`src/rtl/sample_packer.sv`:
```
// sample_packer: truncates 4-bit I/Q samples to the selected bit depth and
// packs them MSB-first into 16-bit words. Each word is emitted as a one-cycle
// strobe, and the last word of every fixed-length packet is flagged.
// Optional feature macro: SAMPLE_PACKER_TEST_PATTERN_EN (adds test_mode; a
// latched test_mode replaces packed data with a free-running word counter).
module sample_packer #(
  parameter int unsigned PACKET_WORDS = 512
) (
  input  logic        clk,
  input  logic        reset,
  input  logic        in_valid,
  input  logic [3:0]  in_i,
  input  logic [3:0]  in_q,
  input  logic [1:0]  mode,
  input  logic        enable,
`ifdef SAMPLE_PACKER_TEST_PATTERN_EN
  input  logic        test_mode,
`endif
  output logic [15:0] source_data,
  output logic        source_en,
  output logic        source_packet_end,
  output logic        busy
);

  localparam int unsigned WORD_W = 16;
  localparam int unsigned SCNT_W = 3;
  localparam int unsigned WCNT_W = (PACKET_WORDS > 1) ? $clog2(PACKET_WORDS) : 1;
  localparam logic [WCNT_W-1:0] LAST_WORD = WCNT_W'(PACKET_WORDS - 1);

  // Depth codes; 2'b11 is folded onto 4-bit before it is latched.
  localparam logic [1:0] M_1B = 2'b00;
  localparam logic [1:0] M_2B = 2'b01;
  localparam logic [1:0] M_4B = 2'b10;

  typedef enum logic {
    S_IDLE = 1'b0,
    S_RUN  = 1'b1
  } state_e;

  state_e              state_q, state_d;
  logic [1:0]          lmode_q, lmode_d;
  logic [WORD_W-1:0]   part_q, part_d;
  logic [SCNT_W-1:0]   scnt_q, scnt_d;
  logic [WCNT_W-1:0]   wcnt_q, wcnt_d;
  logic [WORD_W-1:0]   source_data_q, source_data_d;
  logic                source_en_q, source_en_d;
  logic                source_packet_end_q, source_packet_end_d;
`ifdef SAMPLE_PACKER_TEST_PATTERN_EN
  logic                ltest_q, ltest_d;
  logic [WORD_W-1:0]   pat_q, pat_d;
`endif

  logic [1:0]          mode_norm;
  logic [1:0]          cur_mode;
  logic                consume;
  logic                last_sample;
  logic [WORD_W-1:0]   part_base;
  logic [WORD_W-1:0]   word_nxt;

  // Fold the reserved depth code onto 4-bit.
  assign mode_norm = (mode == 2'b11) ? M_4B : mode;

  // Next-state, packing and emit logic.
  always_comb begin
    state_d             = state_q;
    lmode_d             = lmode_q;
    part_d              = part_q;
    scnt_d              = scnt_q;
    wcnt_d              = wcnt_q;
    source_data_d       = source_data_q;
    source_en_d         = 1'b0;
    source_packet_end_d = 1'b0;
`ifdef SAMPLE_PACKER_TEST_PATTERN_EN
    ltest_d             = ltest_q;
    pat_d               = pat_q;
`endif
    consume             = 1'b0;
    cur_mode            = lmode_q;
    last_sample         = 1'b0;
    part_base           = '0;
    word_nxt            = '0;

    case (state_q)
      S_IDLE: begin
        if (in_valid && enable) begin
          state_d  = S_RUN;
          lmode_d  = mode_norm;
          cur_mode = mode_norm;
          consume  = 1'b1;
`ifdef SAMPLE_PACKER_TEST_PATTERN_EN
          ltest_d  = test_mode;
`endif
        end
      end
      S_RUN: begin
        consume = in_valid;
      end
      default: begin
        state_d = S_IDLE;
      end
    endcase

    if (consume) begin
      // A new word starts from a clean accumulator.
      part_base = (scnt_q == '0) ? '0 : part_q;
      case (cur_mode)
        M_1B: begin
          word_nxt    = (part_base << 2) | WORD_W'({in_i[3], in_q[3]});
          last_sample = (scnt_q == SCNT_W'(7));
        end
        M_2B: begin
          word_nxt    = (part_base << 4) | WORD_W'({in_i[3:2], in_q[3:2]});
          last_sample = (scnt_q == SCNT_W'(3));
        end
        default: begin
          word_nxt    = (part_base << 8) | WORD_W'({in_i, in_q});
          last_sample = (scnt_q == SCNT_W'(1));
        end
      endcase
      part_d = word_nxt;

      if (last_sample) begin
        scnt_d      = '0;
        source_en_d = 1'b1;
`ifdef SAMPLE_PACKER_TEST_PATTERN_EN
        source_data_d = ltest_q ? pat_q : word_nxt;
        pat_d         = pat_q + WORD_W'(1);
`else
        source_data_d = word_nxt;
`endif
        if (wcnt_q == LAST_WORD) begin
          source_packet_end_d = 1'b1;
          wcnt_d              = '0;
          if (enable) begin
            lmode_d = mode_norm;
`ifdef SAMPLE_PACKER_TEST_PATTERN_EN
            ltest_d = test_mode;
`endif
          end else begin
            state_d = S_IDLE;
          end
        end else begin
          wcnt_d = wcnt_q + WCNT_W'(1);
        end
      end else begin
        scnt_d = scnt_q + SCNT_W'(1);
      end
    end
  end

  // State and output registers with synchronous reset.
  always_ff @(posedge clk) begin
    if (reset) begin
      state_q             <= S_IDLE;
      lmode_q             <= M_1B;
      part_q              <= '0;
      scnt_q              <= '0;
      wcnt_q              <= '0;
      source_data_q       <= '0;
      source_en_q         <= 1'b0;
      source_packet_end_q <= 1'b0;
`ifdef SAMPLE_PACKER_TEST_PATTERN_EN
      ltest_q             <= 1'b0;
      pat_q               <= '0;
`endif
    end else begin
      state_q             <= state_d;
      lmode_q             <= lmode_d;
      part_q              <= part_d;
      scnt_q              <= scnt_d;
      wcnt_q              <= wcnt_d;
      source_data_q       <= source_data_d;
      source_en_q         <= source_en_d;
      source_packet_end_q <= source_packet_end_d;
`ifdef SAMPLE_PACKER_TEST_PATTERN_EN
      ltest_q             <= ltest_d;
      pat_q               <= pat_d;
`endif
    end
  end

  assign source_data       = source_data_q;
  assign source_en         = source_en_q;
  assign source_packet_end = source_packet_end_q;
  assign busy              = (state_q == S_RUN);

endmodule
```
`config.mk`:
```
export PLATFORM = sky130hd
export DESIGN_NAME = sample_packer
export DESIGN_NICKNAME = d
export VERILOG_FILES = /design/src/rtl/sample_packer.sv
export SDC_FILE = /design/constraint.sdc
export NUM_CORES = 1
export LEC_CHECK = 0
export ABC_AREA = 1
export BUFFER_PORTS_ARGS = -buffer_cell sky130_fd_sc_hd__buf_4
export CORE_MARGIN = 4
export CORE_UTILIZATION = 48
export DETAILED_ROUTE_END_ITERATION = 10
export PLACE_DENSITY = 0.75
export SLEW_MARGIN = 40
export SYNTH_ARGS = -nofsm -noshare
export SYNTH_HDL_FRONTEND = slang
export SYNTH_SLANG_ARGS = --single-unit
```
`constraint.sdc`:
```
create_clock -name clk -period 2.6 [get_ports clk]
set_clock_uncertainty 0.2 [all_clocks]
set_input_delay 0.26 -clock clk [delete_from_list [all_inputs] [get_ports clk]]
set_output_delay 0.26 -clock clk [all_outputs]
set_load 0.005 [all_outputs]
```
# Word level (Yosys, flattened, before mapping)

Cells that the tools add are included.

Input port bits: 14
Bits in registers: 47

Bitwise operators: 6
Add/subtract/negate cells: 2
Eq/ne operators: 6
Mux-type cells: 22
Reductions and logical operators: 6

Operators by type and width:

| kind                                                            | number |
|---|---|
| 16-bit one-hot mux with 2 select lines                          | 1 |
| 16-bit by 2-bit bitwise OR with 16-bit output                   | 1 |
| 16-bit by 4-bit bitwise OR with 16-bit output                   | 1 |
| 16-bit by 8-bit bitwise OR with 16-bit output                   | 1 |
| 14-bit 2-to-1 mux                                               | 1 |
| 2-bit 2-to-1 mux                                                | 7 |
| 9-bit by 1-bit adder with 9-bit output, second input constant   | 1 |
| 9-bit == test, second input constant                            | 1 |
| 1-bit 2-to-1 mux                                                | 9 |
| 9-bit 2-to-1 mux                                                | 1 |
| 1-bit one-hot mux with 2 select lines                           | 2 |
| 3-bit by 1-bit adder with 3-bit output, second input constant   | 1 |
| 3-bit by 1-bit == test with 1-bit output, second input constant | 1 |
| 3-bit by 2-bit == test with 1-bit output, second input constant | 1 |
| 3-bit == test, second input constant                            | 1 |
| 3-bit zero test                                                 | 1 |
| 3-bit 2-to-1 mux                                                | 1 |
| 1-bit inverter                                                  | 3 |
| 3-bit OR reduction                                              | 1 |
| 2-bit by 1-bit == test with 1-bit output, second input constant | 1 |
| 2-bit == test, second input constant                            | 1 |
| 2-bit zero test                                                 | 1 |
| 2-bit AND reduction                                             | 1 |
| 2-bit OR reduction                                              | 1 |
| 1-bit logical AND                                               | 1 |

# Logic depth before layout (Yosys ltp)

Gate-level depths: netlist of run 1.

Depth in word-level cells: 9
Depth in mapped cells: 14
Gate-level depth less buffers: 12

# Worst setup path before layout of run 1

No wires, ideal clock.

Path kind: register -> register
Start: register wcnt_q[0]
End: register state_q (netlist: busy)
Data arrival time: 1.587 ns
Clock period less this slack: 1.906 ns
Setup slack: 0.694 ns
Stages on the path, launching flop included: 11
Buffers on the path: 1
Cell sequence: dfxtp_1 ha_1 nand2_1 inv_1 nand4_1 nor2_1 ha_1 clkbuf_1 nand3b_1 o31ai_1 inv_1

Cells in the longest elaborated chain, start to end: 4

RTL lines:

| what                     | line | text |
|---|---|---|
| start: declaration       | 44   | `logic [WCNT_W-1:0] wcnt_q, wcnt_d;` |
| start signal: assignment | 171  | `wcnt_q <= wcnt_d;` |
| 9-bit == test            | 131  | `if (wcnt_q == LAST_WORD) begin` |
| 1-bit 2-to-1 mux         | 131  |  |
| 1-bit 2-to-1 mux         | 122  | `if (last_sample) begin` |
| 1-bit 2-to-1 mux         | 103  | `if (consume) begin` |
| end signal: assignment   | 167  | `state_q <= state_d;` |
| end: declaration         | 40   | `state_e state_q, state_d;` |

No other way between the ends.
A chain may end at the register's enable or synchronous reset.

# Worst setup path in the final report of run 1

Start: register state_q (netlist: busy)
End: register source_data_q[9] (netlist: source_data[9])

Cells in the longest elaborated chain, start to end: 5

RTL lines:

| what                                                                        | line | text |
|---|---|---|
| 2-bit 2-to-1 mux                                                            | 83   | `case (state_q)` |
| 2-bit by 1-bit == test with 1-bit output or 2-bit zero test (tied branches) | 106  | `case (cur_mode)` |
| 1-bit one-hot mux with 2 select lines                                       | 106  |  |
| 1-bit 2-to-1 mux                                                            | 103  |  |
| 2-bit AND reduction (no line)                                               | -    |  |
| end signal: assignment                                                      | 172  | `source_data_q <= source_data_d;` |
| end: declaration                                                            | 45   | `logic [WORD_W-1:0] source_data_q, source_data_d;` |

Parallel ways exist; a longest one is shown, timed or not. The select of a mux whose other input is x is not followed.

==> impl_metrics.yaml, run 1 <==
timing:
  tns_ns: 0
  maxSlewHeadroom: 0.611
  final-setup-viol-count: 0
  post-route-period-util: 0.830
  period_needed_ns: 2.16
  fmax_ghz: 0.463
  rsz0062_at_grt: "no"
  setup_slack_ns: 0.442
  slew_violations: 0
  max_slew.worst_pin.slew_ns: 0.584
  hold_viol: 0
floorplan:
  rows: 25
  die_w_um: 78.8
  num_io_pins: 33
  die_area_mm2: 0.00621
  coreArea_mm2: 0.00479
  dieHeight_um: 78.8
  start_util: 0.503
clock_network:
  clock_latency_ns: 0.30
  cts_sinks: 47
  cts_setup_buffers: 0
  clk_pin_slew_ns: 0.09
  cts_inserted_buffers: 5
  clk_path_buf_depth: 2
  clockRootBuffer: "clkbuf_8"
  hold_buffers: 0
  cts_tree: "yes"
  ctsHtreeMaxLevel: 2
  cts_resized: 0
synthesis:
  syn_area_mm2: 0.00241
  synth.avg_cell_area_um2: 6.78
  ys_ff_latch: 47
  syn_nets: 373
  yosysWarnings: 0
  async_flop_share: 0
  ys.flop_type: "dfxtp_1"
  syn_inst: 355
  synth_cell_type_count: 32
  synth_edf_count: 0
  yosysSeqAreaShare: 0.391
routing:
  wire_per_inst_um: 12.3
  ant_nets: 0
  drtPass1Iterations: 4
  vias_per_cell: 5.19
  routed-via-count: 2350
  wl_um: 5560
  drc: 0
  drt_iter0_drc: 152
critical_path:
  cpMaxStageDelayCell: "dfxtp_1"
  cp_data_arrival_time_ns: 2.20
  endpoint_kind: "flip-flop"
  rr_worst_depth: 11
  r2r-start: "busy$_SDFF_PP0_"
  crit_start: "busy$_SDFF_PP0_"
  cp.required_ns: 2.64
  crit_chain: "inv_1 > nand3_2 > nand2_1 > nand2_2 > nand2_2 > nand2_1 > nand2_2 > nand3_4 > inv_2 > nand2_1 > o21ai_1"
  cp_max_fo: 14
  path_class: "flip-flop to flip-flop"
  start_kind: "flip-flop"
  slowest_delay_ns: 0.34
power_and_ir_drop:
  power_density_mw_per_mm2: 539
  power.leakage_nw: 1.25
  p_switching_uw: 409
  internal_power_mw: 1.11
  seqPwrFrac: 0.500
  swShare: 0.270
  peakVddDrop_v: 0.000290
  combPwrFrac: 0.138
  pwr-share-clk: 0.363
worst_hold_path:
  holdPathStages: 2
  hp-class: "input port to flip-flop"
  hold_path_startpoint: "reset"
placed_design:
  portBuffers: 32
  dpl_worst_slack_ns: 0.424
  place_congestion: 1.02
  hpwl_um: 4050
cells_and_area:
  antenna_cells: 0
  syn_to_final_growth_pct: 16.8
  fill_cells: 483
  fin_nets: 403
  drive_above_1_share: 0.161
run_status:
  status: "finished clean"
global_route:
  grt_pass1_wl_um: 9740
  antenna_found_initial: 0
  overflow: 0
  grt_use_total: 0.194
  grt_max_degree: 25
  grt_pass1_vias: 2152
run:
  maxCapViolCount: 0
cell usage after synthesis (2+ instances only):
cell       n  area (um2)
nand3_1   26         130
o21ai_0   18        90.1
inv_1     35         131
o22ai_1    3        18.8
a21oi_2    6        52.6
nor2_1    51         191
nand4_1    4        25.0
nand2_2    3        18.8
clkbuf_1   9        33.8
inv_2      2        7.51
buf_6      3        33.8
nand2_1   95         357
o21ai_1    6        30.0
a21oi_1   14        70.1
buf_2      2        10.0
o211ai_1   7        52.6
o221ai_1   2        17.5
dfxtp_1   47         941
nor3_1     3        15.0
ha_1       4        50.1
xor2_1     4        35.0
power by group through the flow:
stage / Clock, mW / Combinational, mW / Sequential [mW]
6_report: 0.549 / 0.209 / 0.757
5_1_grt: 0.604 / 0.235 / 0.760
4_1_cts: 0.571 / 0.206 / 0.757
3_5_place_dp: 0 / 0.205 / 0.774
3_3_place_gp: 0 / 0.202 / 0.773
2_1_floorplan: 0 / 0.144 / 0.771
metal layers:
layer | GRT usage | part of all wire | vias to the layer above
met5 | 0 | 0 | -
met3 | 0.0431 | 0.058 | 10
met2 | 0.304 | 0.44 | 78
met4 | 0.0704 | 0.022 | 0
li1 | - | - | 1201
met1 | 0.262 | 0.48 | 1061
final cells by class:
class | instances | area [um2] | area share
Inverter | 37 | 139 | 0.0494
Multi-Input combinational cell | 255 | 1240 | 0.441
Sequential cell | 47 | 941 | 0.335
Timing Repair Buffer | 39 | 293 | 0.104
Clock buffer | 5 | 68.8 | 0.0245
Tap cell | 67 | 83.8 | 0.0298
Clock inverter | 3 | 47.5 | 0.0169
worst max-delay path, delay by kind of cell, from the launching register on:
family,cells,cell delay [ns]
flops,1,0.34
buf+inv,2,0.30
simple gates,8,1.10
compound gates,1,0.16
cell families (layout without fill, tap and decap cells):
group	after synthesis	after routing	synth area share
xor+xnor	5	5	0.0182
fa+ha+maj	4	4	0.0208
compound gates	58	58	0.145
flops	47	47	0.391
buf+inv	53	84	0.0946
simple gates	188	188	0.331
layout by cell type, fill, tap and decap left out, types with 2 or more instances in the layout:
master    netlist  layout
a21oi_1        14      14
a21oi_2         6       6
o221ai_1        2       2
o21ai_0        18      18
o21ai_1         6       6
nand4_1         4       4
o22ai_1         3       3
dfxtp_1        47      47
clkbuf_8        0       5
ha_1            4       4
xor2_1          4       4
nand2_1        95      95
nand3_1        26      26
buf_4           1      39
inv_2           2       2
inv_1          35      35
nor3_1          3       3
o211ai_1        7       7
nand2_2         3       3
nor2_1         51      51
final timing paths:
path | to | slack, ns
min reg2reg | wcnt_q[8]$_SDFFE_PP0P_ | 0.28
min | wcnt_q[4]$_SDFFE_PP0P_ | 0.05
max | source_data[9]$_SDFFE_PP0P_ | 0.44
max reg2reg | source_data[9]$_SDFFE_PP0P_ | 0.44
metrics by stage:
step / hold slack [ns] / total power [mW] / cells / util / instance area [um2]
3_5_place_dp: 0.264 / 0.979 / 445 / 0.563 / 2700
3_3_place_gp: 0.261 / 0.975 / 445 / 0.563 / 2700
2_1_floorplan: 0.152 / 0.915 / 355 / - / 2410
5_1_grt: 0.0506 / 1.60 / 453 / 0.587 / 2810
6_report: 0.0525 / 1.51 / 453 / 0.587 / 2810
4_1_cts: 0.0458 / 1.53 / 453 / 0.587 / 2810
sequential cells by signal, summed over array words and instances (netlist names):
name and count:
busy 1, part_q 14, source_data 16, wcnt_q 9, lmode_q 2, source_en 1
scnt_q 3, source_packet_end 1
Note: power is estimated with default switching activity, not from simulation.
==> run 2: changes to the inputs <==
--- a/config.mk
+++ b/config.mk
@@ -5,12 +5,12 @@
 export SDC_FILE = /design/constraint.sdc
 export NUM_CORES = 1
 export LEC_CHECK = 0
-export ABC_AREA = 1
+export ABC_AREA = 0
 export BUFFER_PORTS_ARGS = -buffer_cell sky130_fd_sc_hd__buf_4
 export CORE_MARGIN = 4
 export CORE_UTILIZATION = 48
 export DETAILED_ROUTE_END_ITERATION = 10
-export PLACE_DENSITY = 0.75
+export PLACE_DENSITY = 0.78
 export SLEW_MARGIN = 40
 export SYNTH_ARGS = -nofsm -noshare
 export SYNTH_HDL_FRONTEND = slang
==> constraint.sdc (replaced) <==
create_clock -name clk -period 1.7 [get_ports clk]
set_clock_uncertainty 0.2 [all_clocks]
set_input_delay 0.17 -clock clk [delete_from_list [all_inputs] [get_ports clk]]
set_output_delay 0.17 -clock clk [all_outputs]
set_load 0.005 [all_outputs]
==> run 2 against run 1 <==
  * The flow now finishes with violations (negative setup slack)
  * Synthesized cell count is 19% lower
  * Fmax is 2.6% lower
  * Combinational power rose by 140%
  * Final cell count fell by 1.5%
  * Sequential power is 52% higher
  * Sequential share of layout area shrank 8.9 points
  * Count of clock-buffer cells in the layout increased by 1
  * Sequential cell count is the same
  * Largest cell class unchanged
==> impl_metrics.yaml, run 2 <==
cells_and_area:
  final_area_mm2: 0.00386
  syn_to_final_growth_pct: 54.0
  largest_reg_flops: 16
  post-route-util: 0.761
  antenna_cells: 0
  fin_cells: 446
  fin_nets: 393
  mostFrequentLayoutCells: "buf_4 (81), dfxtp_1 (42), nand2_1 (24)"
  drive_above_1_share: 0.463
  layout_commonest_cell: "buf_4"
routing:
  ant_nets: 0
  wire_per_inst_um: 19.3
  wl_um: 8600
  drc: 0
  routed-via-count: 2779
  drtPass1Iterations: 5
  drt_iter0_drc: 239
  vias_per_cell: 6.23
synthesis:
  synth.cells.most_frequent: "dfxtp_1 (47), a21oi_1 (31), nand2_1 (27), nor2_1 (20), a211oi_1 (17)"
  synth_area_leader_cell: "dfxtp_1"
  synthTopCellsByArea: "dfxtp_1 (38%), a21oi_1 (6.2%), mux2i_1 (5.6%)"
  yosysMostFrequentCell: "dfxtp_1"
  synth_cell_type_count: 46
  async_flop_share: 0
  synth_edf_count: 0
  syn_area_mm2: 0.00251
  syn_inst: 286
  ys_ff_latch: 47
  yosysSeqAreaShare: 0.375
  ys.flop_type: "dfxtp_1"
  yosysWarnings: 0
  synth.top_cell.area_share: 0.375
  syn_nets: 304
  synth.avg_cell_area_um2: 8.76
clock_network:
  clk_path_buf_depth: 2
  clock_latency_ns: 0.31
  clockRootBuffer: "clkbuf_8"
  clk_pin_slew_ns: 0.10
  cts_inserted_buffers: 5
  ctsHtreeMaxLevel: 2
  cts_sinks: 47
  cts_tree: "yes"
floorplan:
  die_area_mm2: 0.00644
  dieHeight_um: 80.3
  die_w_um: 80.3
  coreArea_mm2: 0.00507
  rows: 26
  start_util: 0.494
  num_io_pins: 33
global_route:
  grt_max_degree: 39
  antenna_found_initial: 0
  grt_pass1_wl_um: 12800
  grt_use_total: 0.255
  grt_pass1_vias: 2621
  overflow: 0
timing:
  final-setup-viol-count: 46
  rsz0062_at_grt: "yes"
  slew_violations: 0
  max_slew.worst_pin.slew_ns: 0.450
  maxSlewHeadroom: 0.700
  post-route-period-util: 1.30
  whs_ns: 0.0269
  tns_ns: -17.37
  fmax_ghz: 0.451
  period_needed_ns: 2.22
  setup_slack_ns: -0.516
  hold_viol: 0
power_and_ir_drop:
  power.leakage_nw: 1.45
  peakVddDrop_v: 0.000530
  p_total_mw: 2.39
  power_density_mw_per_mm2: 620
critical_path:
  start_kind: "flip-flop"
  cpMaxStageDelayCell: "or4b_4"
  r2r-start: "busy$_SDFF_PP0_"
  cp.required_ns: 1.76
  crit_chain: "and3b_2 > buf_6 > a211oi_4 > o31ai_4 > buf_12 > buf_8 > or4b_4 > a21oi_2"
  slowest_delay_ns: 0.51
  endpoint_kind: "flip-flop"
  path_class: "flip-flop to flip-flop"
  cp_max_fo: 6
  rr_worst_depth: 8
  r2r_slack_ns: -0.52
  cp_data_arrival_time_ns: 2.27
  r2r-end: "wcnt_q[4]$_SDFFE_PP0P_"
run_status:
  status: "finished with violations"
  violations: "negative setup slack"
run:
  maxCapViolCount: 0
placed_design:
  portBuffers: 32
  dp_cells: 411
  dpl_worst_slack_ns: -0.533
  hpwl_um: 4730
  placed_cell_area_mm2: 0.00316
  place_congestion: 0.880
worst_hold_path:
  hold_path_startpoint: "in_i[3]"
  holdPathStages: 3
  min_to: "part_q[7]$_SDFFE_PP0P_"
  hp-class: "input port to flip-flop"
run 2: layer usage:
metal / GRT usage / vias up / wire length [um]
met5: 0 / - / 0
met4: 0.0929 / 0 / 294
met3: 0.0471 / 36 / 563
met2: 0.445 / 148 / 4260
met1: 0.309 / 1341 / 3480
li1: - / 1254 / -
run 2: how the worst max path moves through the flow:
stage,start,end,slack (ns),cells past startpoint
CTS,busy$_SDFF_PP0_,wcnt_q[2]$_SDFFE_PP0P_,-0.45,7
global route,busy$_SDFF_PP0_,wcnt_q[7]$_SDFFE_PP0P_,-0.58,8
detailed placement,mode[1],lmode_q[0]$_SDFF_PP0_,-0.53,8
floorplan,busy$_SDFF_PP0_,wcnt_q[6]$_SDFFE_PP0P_,-0.34,6
finish,busy$_SDFF_PP0_,wcnt_q[4]$_SDFFE_PP0P_,-0.52,8
global placement,mode[1],busy$_SDFF_PP0_,-0.44,7
run 2: critical path: cells and delay by family, from the launching register on:
kind | cells | cell delay [ns]
DFF | 1 | 0.35
and+or+nand+nor | 2 | 0.74
buffers and inverters | 3 | 0.41
AOI/OAI and AO/OA | 3 | 0.47
run 2: power by group:
| group | leakage, nW | total [mW] | internal [mW] | switching, mW |
|---|---|---|---|---|
| clock network | 0.0474 | 0.736 | 0.332 | 0.403 |
| logic | 1.02 | 0.505 | 0.242 | 0.263 |
| registers | 0.383 | 1.15 | 1.12 | 0.0277 |
run 2: logic make-up after synthesis:
family          Yosys count  share of synthesized area
simple gates             99                      0.220
compound gates           95                      0.263
flops                    47                      0.375
buf+inv                  24                     0.0464
mux                      17                     0.0754
fa+ha+maj                 4                     0.0200
run 2: cell type report:
| class | instances | area [um2] |
|---|---|---|
| inverter | 3 | 11.3 |
| sequential | 47 | 947 |
| tap | 70 | 87.6 |
| clock buffer | 6 | 82.6 |
| timing repair buffer | 101 | 893 |
| multi-input combinational | 217 | 1820 |
| clock inverter | 2 | 16.3 |
| fill | 341 | 1210 |
run 2: timing repair:
item,CTS,global route
gates resized for setup,43,38
gates cloned,4,0
endpoints found under the setup margin,45,46
pin swaps,12,14
endpoints found under the hold margin,6,0
setup buffers,14,5
hold buffers,5,0
